--- src/rtl/exe_stage_mc_if.sv ---
// Handshake and datapath bundle between the ID/EXE register, the execute
// stage and the memory stage.
interface exe_stage_mc_if #(
    parameter int DATA_W = 32,
    parameter int DEST_W = 5
);
    logic              in_valid;
    logic [3:0]        EXE_CMD;
    logic [1:0]        val1_sel;
    logic [1:0]        val2_sel;
    logic [1:0]        ST_val_sel;
    logic [DATA_W-1:0] val1;
    logic [DATA_W-1:0] val2;
    logic [DATA_W-1:0] ST_value_in;
    logic [DATA_W-1:0] ALU_res_MEM;
    logic [DATA_W-1:0] result_WB;
    logic [DEST_W-1:0] dest_in;
    logic              mem_stall;
    logic              exe_busy;
    logic              out_valid;
    logic [DATA_W-1:0] ALUResult;
    logic [DATA_W-1:0] ST_value_out;
    logic [DEST_W-1:0] dest_out;

    modport master (
        output in_valid, EXE_CMD, val1_sel, val2_sel, ST_val_sel,
               val1, val2, ST_value_in, ALU_res_MEM, result_WB,
               dest_in, mem_stall,
        input  exe_busy, out_valid, ALUResult, ST_value_out, dest_out
    );

    modport slave (
        input  in_valid, EXE_CMD, val1_sel, val2_sel, ST_val_sel,
               val1, val2, ST_value_in, ALU_res_MEM, result_WB,
               dest_in, mem_stall,
        output exe_busy, out_valid, ALUResult, ST_value_out, dest_out
    );
endinterface

--- src/rtl/exe_stage_mc.sv ---
// Execute stage: operand forwarding, single-cycle ALU, multi-cycle MUL and
// the EXE/MEM output register.
module exe_stage_mc #(
    parameter int DATA_W  = 32,
    parameter int DEST_W  = 5,
    parameter int MUL_LAT = 4
) (
    input  logic          clk,
    input  logic          rst,
    exe_stage_mc_if.slave bus
);

    localparam int         SH_W     = $clog2(DATA_W);
    localparam logic [3:0] CNT_LOAD = 4'(MUL_LAT - 1);

    typedef enum logic [1:0] {
        IDLE,
        MUL_RUN,
        MUL_HOLD
    } state_e;

    typedef enum logic [3:0] {
        OP_NOP  = 4'h0,
        OP_ADD  = 4'h1,
        OP_SUB  = 4'h2,
        OP_AND  = 4'h3,
        OP_OR   = 4'h4,
        OP_XOR  = 4'h5,
        OP_SLL  = 4'h6,
        OP_SRL  = 4'h7,
        OP_SRA  = 4'h8,
        OP_SLT  = 4'h9,
        OP_SLTU = 4'hA,
        OP_MUL  = 4'hB
    } op_e;

    state_e            state;
    logic [3:0]        cnt;
    logic              busy_q;
    logic              ov_q;
    logic [DATA_W-1:0] res_q;
    logic [DATA_W-1:0] st_q;
    logic [DEST_W-1:0] dest_q;

    logic [DATA_W-1:0] mul_a;
    logic [DATA_W-1:0] mul_b;
    logic [DATA_W-1:0] mul_s;
    logic [DEST_W-1:0] mul_dest;

    logic [DATA_W-1:0] a;
    logic [DATA_W-1:0] b;
    logic [DATA_W-1:0] s;
    logic [DATA_W-1:0] alu_res;
    logic [DATA_W-1:0] mul_lo;
    logic [SH_W-1:0]   sh;
    logic              accept;
    logic              is_mul;

    function automatic logic [DATA_W-1:0] fwd_sel(
        input logic [1:0]        sel,
        input logic [DATA_W-1:0] own,
        input logic [DATA_W-1:0] mem,
        input logic [DATA_W-1:0] wb
    );
        logic [DATA_W-1:0] r;
        unique case (sel)
            2'b01:   r = mem;
            2'b10:   r = wb;
            default: r = own;
        endcase
        return r;
    endfunction

    assign a = fwd_sel(bus.val1_sel, bus.val1, bus.ALU_res_MEM, bus.result_WB);
    assign b = fwd_sel(bus.val2_sel, bus.val2, bus.ALU_res_MEM, bus.result_WB);
    assign s = fwd_sel(bus.ST_val_sel, bus.ST_value_in, bus.ALU_res_MEM, bus.result_WB);

    assign sh     = b[SH_W-1:0];
    assign is_mul = (bus.EXE_CMD == OP_MUL);
    // busy_q is zero only in IDLE, so accepts can only happen there.
    assign accept = bus.in_valid & ~busy_q & ~bus.mem_stall;
    assign mul_lo = mul_a * mul_b;

    always_comb begin
        alu_res = b;
        case (bus.EXE_CMD)
            OP_NOP:  alu_res = '0;
            OP_ADD:  alu_res = a + b;
            OP_SUB:  alu_res = a - b;
            OP_AND:  alu_res = a & b;
            OP_OR:   alu_res = a | b;
            OP_XOR:  alu_res = a ^ b;
            OP_SLL:  alu_res = a << sh;
            OP_SRL:  alu_res = a >> sh;
            OP_SRA:  alu_res = $signed(a) >>> sh;
            OP_SLT:  alu_res = {{(DATA_W-1){1'b0}}, ($signed(a) < $signed(b))};
            OP_SLTU: alu_res = {{(DATA_W-1){1'b0}}, (a < b)};
            default: alu_res = b;
        endcase
    end

    always_ff @(posedge clk) begin
        if (rst) begin
            state    <= IDLE;
            cnt      <= '0;
            busy_q   <= 1'b0;
            ov_q     <= 1'b0;
            res_q    <= '0;
            st_q     <= '0;
            dest_q   <= '0;
            mul_a    <= '0;
            mul_b    <= '0;
            mul_s    <= '0;
            mul_dest <= '0;
        end else begin
            unique case (state)
                IDLE: begin
                    if (accept && is_mul) begin
                        mul_a    <= a;
                        mul_b    <= b;
                        mul_s    <= s;
                        mul_dest <= bus.dest_in;
                        cnt      <= CNT_LOAD;
                        state    <= MUL_RUN;
                        busy_q   <= 1'b1;
                        ov_q     <= 1'b0;
                    end else if (accept) begin
                        res_q  <= alu_res;
                        st_q   <= s;
                        dest_q <= bus.dest_in;
                        ov_q   <= 1'b1;
                    end else if (!bus.mem_stall) begin
                        ov_q <= 1'b0;
                    end
                end
                MUL_RUN: begin
                    // The counter runs through stalls; only the write-back waits.
                    if (cnt != 4'd0) begin
                        cnt <= cnt - 4'd1;
                        if (!bus.mem_stall) begin
                            ov_q <= 1'b0;
                        end
                    end else if (!bus.mem_stall) begin
                        res_q  <= mul_lo;
                        st_q   <= mul_s;
                        dest_q <= mul_dest;
                        ov_q   <= 1'b1;
                        state  <= IDLE;
                        busy_q <= 1'b0;
                    end else begin
                        state <= MUL_HOLD;
                    end
                end
                MUL_HOLD: begin
                    if (!bus.mem_stall) begin
                        res_q  <= mul_lo;
                        st_q   <= mul_s;
                        dest_q <= mul_dest;
                        ov_q   <= 1'b1;
                        state  <= IDLE;
                        busy_q <= 1'b0;
                    end
                end
                default: begin
                    state  <= IDLE;
                    busy_q <= 1'b0;
                end
            endcase
        end
    end

    assign bus.exe_busy     = busy_q;
    assign bus.out_valid    = ov_q;
    assign bus.ALUResult    = res_q;
    assign bus.ST_value_out = st_q;
    assign bus.dest_out     = dest_q;

endmodule

--- src/flat_wrapper.sv ---
// flat-port wrapper written by rule: the top's interface ports become plain ports
module exe_stage_mc_flat 
#(
    parameter int DATA_W  = 32,
    parameter int DEST_W  = 5,
    parameter int MUL_LAT = 4
)
  (clk, rst, bus_in_valid, bus_EXE_CMD, bus_val1_sel, bus_val2_sel, bus_ST_val_sel, bus_val1, bus_val2, bus_ST_value_in, bus_ALU_res_MEM, bus_result_WB, bus_dest_in, bus_mem_stall, bus_exe_busy, bus_out_valid, bus_ALUResult, bus_ST_value_out, bus_dest_out);
  exe_stage_mc_if #(.DATA_W(DATA_W), .DEST_W(DEST_W)) bus_i ();
  input  logic clk;
  input  logic rst;
  input wire logic [$bits(bus_i.in_valid)-1:0] bus_in_valid;
  input wire logic [$bits(bus_i.EXE_CMD)-1:0] bus_EXE_CMD;
  input wire logic [$bits(bus_i.val1_sel)-1:0] bus_val1_sel;
  input wire logic [$bits(bus_i.val2_sel)-1:0] bus_val2_sel;
  input wire logic [$bits(bus_i.ST_val_sel)-1:0] bus_ST_val_sel;
  input wire logic [$bits(bus_i.val1)-1:0] bus_val1;
  input wire logic [$bits(bus_i.val2)-1:0] bus_val2;
  input wire logic [$bits(bus_i.ST_value_in)-1:0] bus_ST_value_in;
  input wire logic [$bits(bus_i.ALU_res_MEM)-1:0] bus_ALU_res_MEM;
  input wire logic [$bits(bus_i.result_WB)-1:0] bus_result_WB;
  input wire logic [$bits(bus_i.dest_in)-1:0] bus_dest_in;
  input wire logic [$bits(bus_i.mem_stall)-1:0] bus_mem_stall;
  output wire logic [$bits(bus_i.exe_busy)-1:0] bus_exe_busy;
  output wire logic [$bits(bus_i.out_valid)-1:0] bus_out_valid;
  output wire logic [$bits(bus_i.ALUResult)-1:0] bus_ALUResult;
  output wire logic [$bits(bus_i.ST_value_out)-1:0] bus_ST_value_out;
  output wire logic [$bits(bus_i.dest_out)-1:0] bus_dest_out;
  assign bus_i.in_valid = bus_in_valid;
  assign bus_i.EXE_CMD = bus_EXE_CMD;
  assign bus_i.val1_sel = bus_val1_sel;
  assign bus_i.val2_sel = bus_val2_sel;
  assign bus_i.ST_val_sel = bus_ST_val_sel;
  assign bus_i.val1 = bus_val1;
  assign bus_i.val2 = bus_val2;
  assign bus_i.ST_value_in = bus_ST_value_in;
  assign bus_i.ALU_res_MEM = bus_ALU_res_MEM;
  assign bus_i.result_WB = bus_result_WB;
  assign bus_i.dest_in = bus_dest_in;
  assign bus_i.mem_stall = bus_mem_stall;
  assign bus_exe_busy = bus_i.exe_busy;
  assign bus_out_valid = bus_i.out_valid;
  assign bus_ALUResult = bus_i.ALUResult;
  assign bus_ST_value_out = bus_i.ST_value_out;
  assign bus_dest_out = bus_i.dest_out;
  exe_stage_mc #(.DATA_W(DATA_W), .DEST_W(DEST_W), .MUL_LAT(MUL_LAT)) u_core (.clk(clk), .rst(rst), .bus(bus_i));
endmodule
--- config.mk ---
export PLATFORM = sky130hd
export DESIGN_NAME = exe_stage_mc_flat
export DESIGN_NICKNAME = d
export VERILOG_FILES = /design/src/rtl/exe_stage_mc_if.sv /design/src/rtl/exe_stage_mc.sv /design/src/flat_wrapper.sv
export SDC_FILE = /design/constraint.sdc
export NUM_CORES = 2
export LEC_CHECK = 0
export BUFFER_PORTS_ARGS = -buffer_cell sky130_fd_sc_hd__buf_2
export CAP_MARGIN = 15
export CORE_MARGIN = 3
export CORE_UTILIZATION = 35
export CTS_CLUSTER_DIAMETER = 60
export DETAILED_ROUTE_END_ITERATION = 8
export PLACE_DENSITY = 0.53
export SLEW_MARGIN = 0
export SYNTH_ARGS = -nofsm -noshare
export SYNTH_HDL_FRONTEND = slang
export SYNTH_SLANG_ARGS = --single-unit
--- constraint.sdc ---
create_clock -name clk -period 8.2 [get_ports clk]
set_clock_uncertainty 0.1 [all_clocks]
set_input_delay 2.46 -clock clk [delete_from_list [all_inputs] [get_ports clk]]
set_output_delay 2.46 -clock clk [all_outputs]
set_load 0.03 [all_outputs]
==> metrics.md <==
| Metric | Value |
|---|---|
| Final Setup Violations | `0` |
| VDD IR max | `0.000165 V` |
| Synth area leader | `fa_1` |
| Total grt overflow | `0` |
| # hold bufs at CTS | `0` |
| Max Clk Rate | `128 MHz` |
| Post-synth EDFFs | `0` |
| Relative slew margins | `0.275` |
| Detailed-route DRC error count | `0` |
| Mapped Nets | `5119` |
| Die Ht | `about 320 um` |
| IO Port Bufs | `249` |
| Initial Util | `0.354` |
| Power consumption | `around 0.0040 W` |
| First-pass GRT wire length | `roughly 220000 um` |
| WS Path Type | `flip-flop to flip-flop` |
| Fin cells | `5749` |
| Synth warnings | `0` |
| Post-CTS resize count | `0` |
| Fin crit period | `7.84 ns` |
| Clock Tree Root | `clkbuf_16` |
| Critical Path Start Type | `flip-flop` |
| Final-layout fill cell count | `10100` |
| Clk slew on worst S/H paths | `approximately 0.10 ns` |
| Status | `finished, final reports clean` |
| Yosys top cell area share | `0.243` |
| HPWL Detailed | `123000 um` |
| Routed wire length | `152000 um` |
| Cts bufs inserted | `17` |
| Crit. End Element | `flip-flop` |
| TritonRoute pass-1 iters | `6` |
| Vias in the first global route | `32700` |
| CTS tree | `yes` |
| Chip width | `316 um` |
| Io pins | `250` |
| Top-count cell post-synth | `inv_1` |
| Via density per instance | `5.74` |
| Nets | `5287` |
| Clock tree buffer depth | `2` |
| Largest net degree at the start of global routing | `129` |
| GRT Resource Usage Total | `0.303` |
| Std cell rows | `113` |
| Reg-to-Reg Start | `u_core.mul_a[12]` |
| Area grow syn2layout | `11.2%` |
| Area of the multi-input gates | `27100 um^2` |
| Post-synthesis average cell area | `7.85 um^2` |
| Final TNS setup | `0 ns` |
| Slew Limit Fails | `0` |
| Post-CTS setup buffers | `0` |
| DR vias | `around 33000` |
| Syn Inst Count | `4297` |
| Part of the cycle the worst path needs | `0.956` |
| Final GP Congestion | `1.01` |
| Seq cells post-synth | `178` |
| Initial antenna violation count | `17` |
| Top_reg_cell synth | `dfxtp_1` |
| Pwr/cell area | `106 nW/um^2` |
| Initial DRC Count | `3233` |
| Post-synthesis sequential area ratio | `0.106` |
| Clk_lat worst skew | `0.54 ns` |
| Worst hold path type | `flip-flop to flip-flop` |
| Routed Antenna Nets | `0` |
| HP Start | `u_core.mul_dest[0]` |
| Synth Cell Area | `33700 um^2` |
| Commonest cells post-synth | `inv_1 (484), nand2_1 (480), fa_1 (410)` |
| Max-Cap Viols | `0` |
| Synth unique cells | `98` |
| Synth area leaders | `fa_1 (24%), dfxtp_1 (11%), ha_1 (8.6%)` |
| Fin. Hold Viols | `0` |
| Leak | `17.3 nW` |
| Crit path DAT | `8.12 ns` |
| RSZ-0062 raised after global routing | `no` |
| Wire per inst | `26.5 um` |
| Fraction of layout cells with a size suffix above 1 | `0.131` |
| H-tree Lvls | `4` |
| Worst Path Required | `~8.5 ns` |
| Clock sink total | `178` |
| Crit-path max FO | `13` |
| Reg area | `3560 um^2` |
| Die Area | `100000 um^2` |
| Worst Max-Slew Pin Slew | `~1.1 ns` |
| Synth async-reset ratio | `0` |
| Placed Instances | `about 5700` |
| Worst Setup SP | `u_core.mul_a[12]` |
| Core box area | `95300 um^2` |
==> placed cells by master (no fill, tap or decap), types with 73 or more instances in the layout <==
| master | Yosys | final |
|---|---|---|
| inv_1 | 484 | 484 |
| nand2_1 | 480 | 479 |
| fa_1 | 410 | 410 |
| nor2_1 | 401 | 401 |
| and2_1 | 328 | 327 |
| a21oi_1 | 312 | 312 |
| buf_2 | 33 | 248 |
| ha_1 | 233 | 230 |
| buf_4 | 5 | 207 |
| dfxtp_1 | 178 | 178 |
| o21ai_0 | 137 | 137 |
| mux2i_1 | 98 | 98 |
| a211oi_1 | 77 | 77 |
| nor3_1 | 74 | 73 |
| xnor2_1 | 73 | 73 |
==> state kept, by name (all words and copies together) (netlist names) <==
signal,count
u_core.bus.ALUResult,32
u_core.bus.ST_value_out,32
u_core.bus.dest_out,5
u_core.bus.exe_busy,1
u_core.bus.out_valid,1
u_core.cnt,4
u_core.mul_a,32
u_core.mul_b,32
u_core.mul_dest,5
u_core.mul_s,32
u_core.state,2
==> layout make-up <==
class / count / share of cell area
antenna: 6 / 0.000400
clock buffer: 17 / 0.0113
clock inverter: 15 / 0.00494
inverter: 487 / 0.0488
multi-input combinational: 3323 / 0.722
sequential: 178 / 0.0950
tap: 1265 / 0.0422
timing repair buffer: 458 / 0.0759
==> routing by layer <==
layer | vias to the layer above | global-route usage | routed length, um
met2 | 1642 | 0.476 | 67400
met3 | 324 | 0.0686 | 13500
met1 | 16300 | 0.406 | 64900
met5 | - | 0 | 120
met4 | 20 | 0.112 | 6600
li1 | 14700 | - | -
==> power breakdown <==
group | switching [W] | total [W] | internal (W) | leakage [nW]
registers | 0.0000340 | 0.000930 | 0.000896 | 1.45
logic | 0.00143 | 0.00212 | 0.000699 | 15.6
clock network | 0.000511 | 0.000925 | 0.000415 | 0.293
==> final timing paths <==
path         slack (ns)  depth (start not counted)                       end
max                0.36                         22  u_core.bus.ALUResult[28]
min                0.36                          2        u_core.mul_dest[0]
max reg2reg        0.36                         22  u_core.bus.ALUResult[28]
min reg2reg        0.36                          2        u_core.mul_dest[0]
==> worst max-delay path, stage by stage, from the launching register on <==
cell and delay (ns):
dfxtp_1 0.71, buf_4 0.33, and2_1 0.17, fa_1 0.41
inv_1 0.08, fa_1 0.42, fa_1 0.52, fa_1 0.56
inv_1 0.05, fa_1 0.45, ha_1 0.30, fa_1 0.50
fa_1 0.42, ha_1 0.34, and3_1 0.23, a221oi_1 0.32
o21a_1 0.17, o21ai_1 0.14, a221o_1 0.42, a211oi_1 0.41
xnor2_1 0.14, a21oi_1 0.36, a211oi_1 0.13
==> cell families (layout without fill, tap and decap cells) <==
| kind of cell | Yosys count | after routing | synth area share |
|---|---|---|---|
| AND/OR/NAND/NOR | 1453 | 1453 | 0.202 |
| AO/OA/AOI/OAI | 992 | 992 | 0.196 |
| buffers and inverters | 796 | 977 | 0.0940 |
| adder cells (fa/ha/maj) | 643 | 643 | 0.330 |
| flip-flops | 178 | 178 | 0.106 |
| multiplexers | 137 | 137 | 0.0474 |
| XOR/XNOR | 98 | 98 | 0.0254 |
| other | 0 | 6 | 0 |
==> stage by stage <==
step | hold slack (ns) | setup slack (ns) | area [um^2] | util
floorplan | 0.336 | 1.08 | 33700 | -
global placement | 0.343 | 0.448 | 36900 | 0.387
detailed placement | 0.349 | 0.445 | 36900 | 0.387
CTS | 0.361 | 0.418 | 37500 | 0.394
global route | 0.382 | 0.0722 | 37500 | 0.394
finish | 0.358 | 0.364 | 37500 | 0.394
Note: power is estimated with default switching activity, not from simulation.
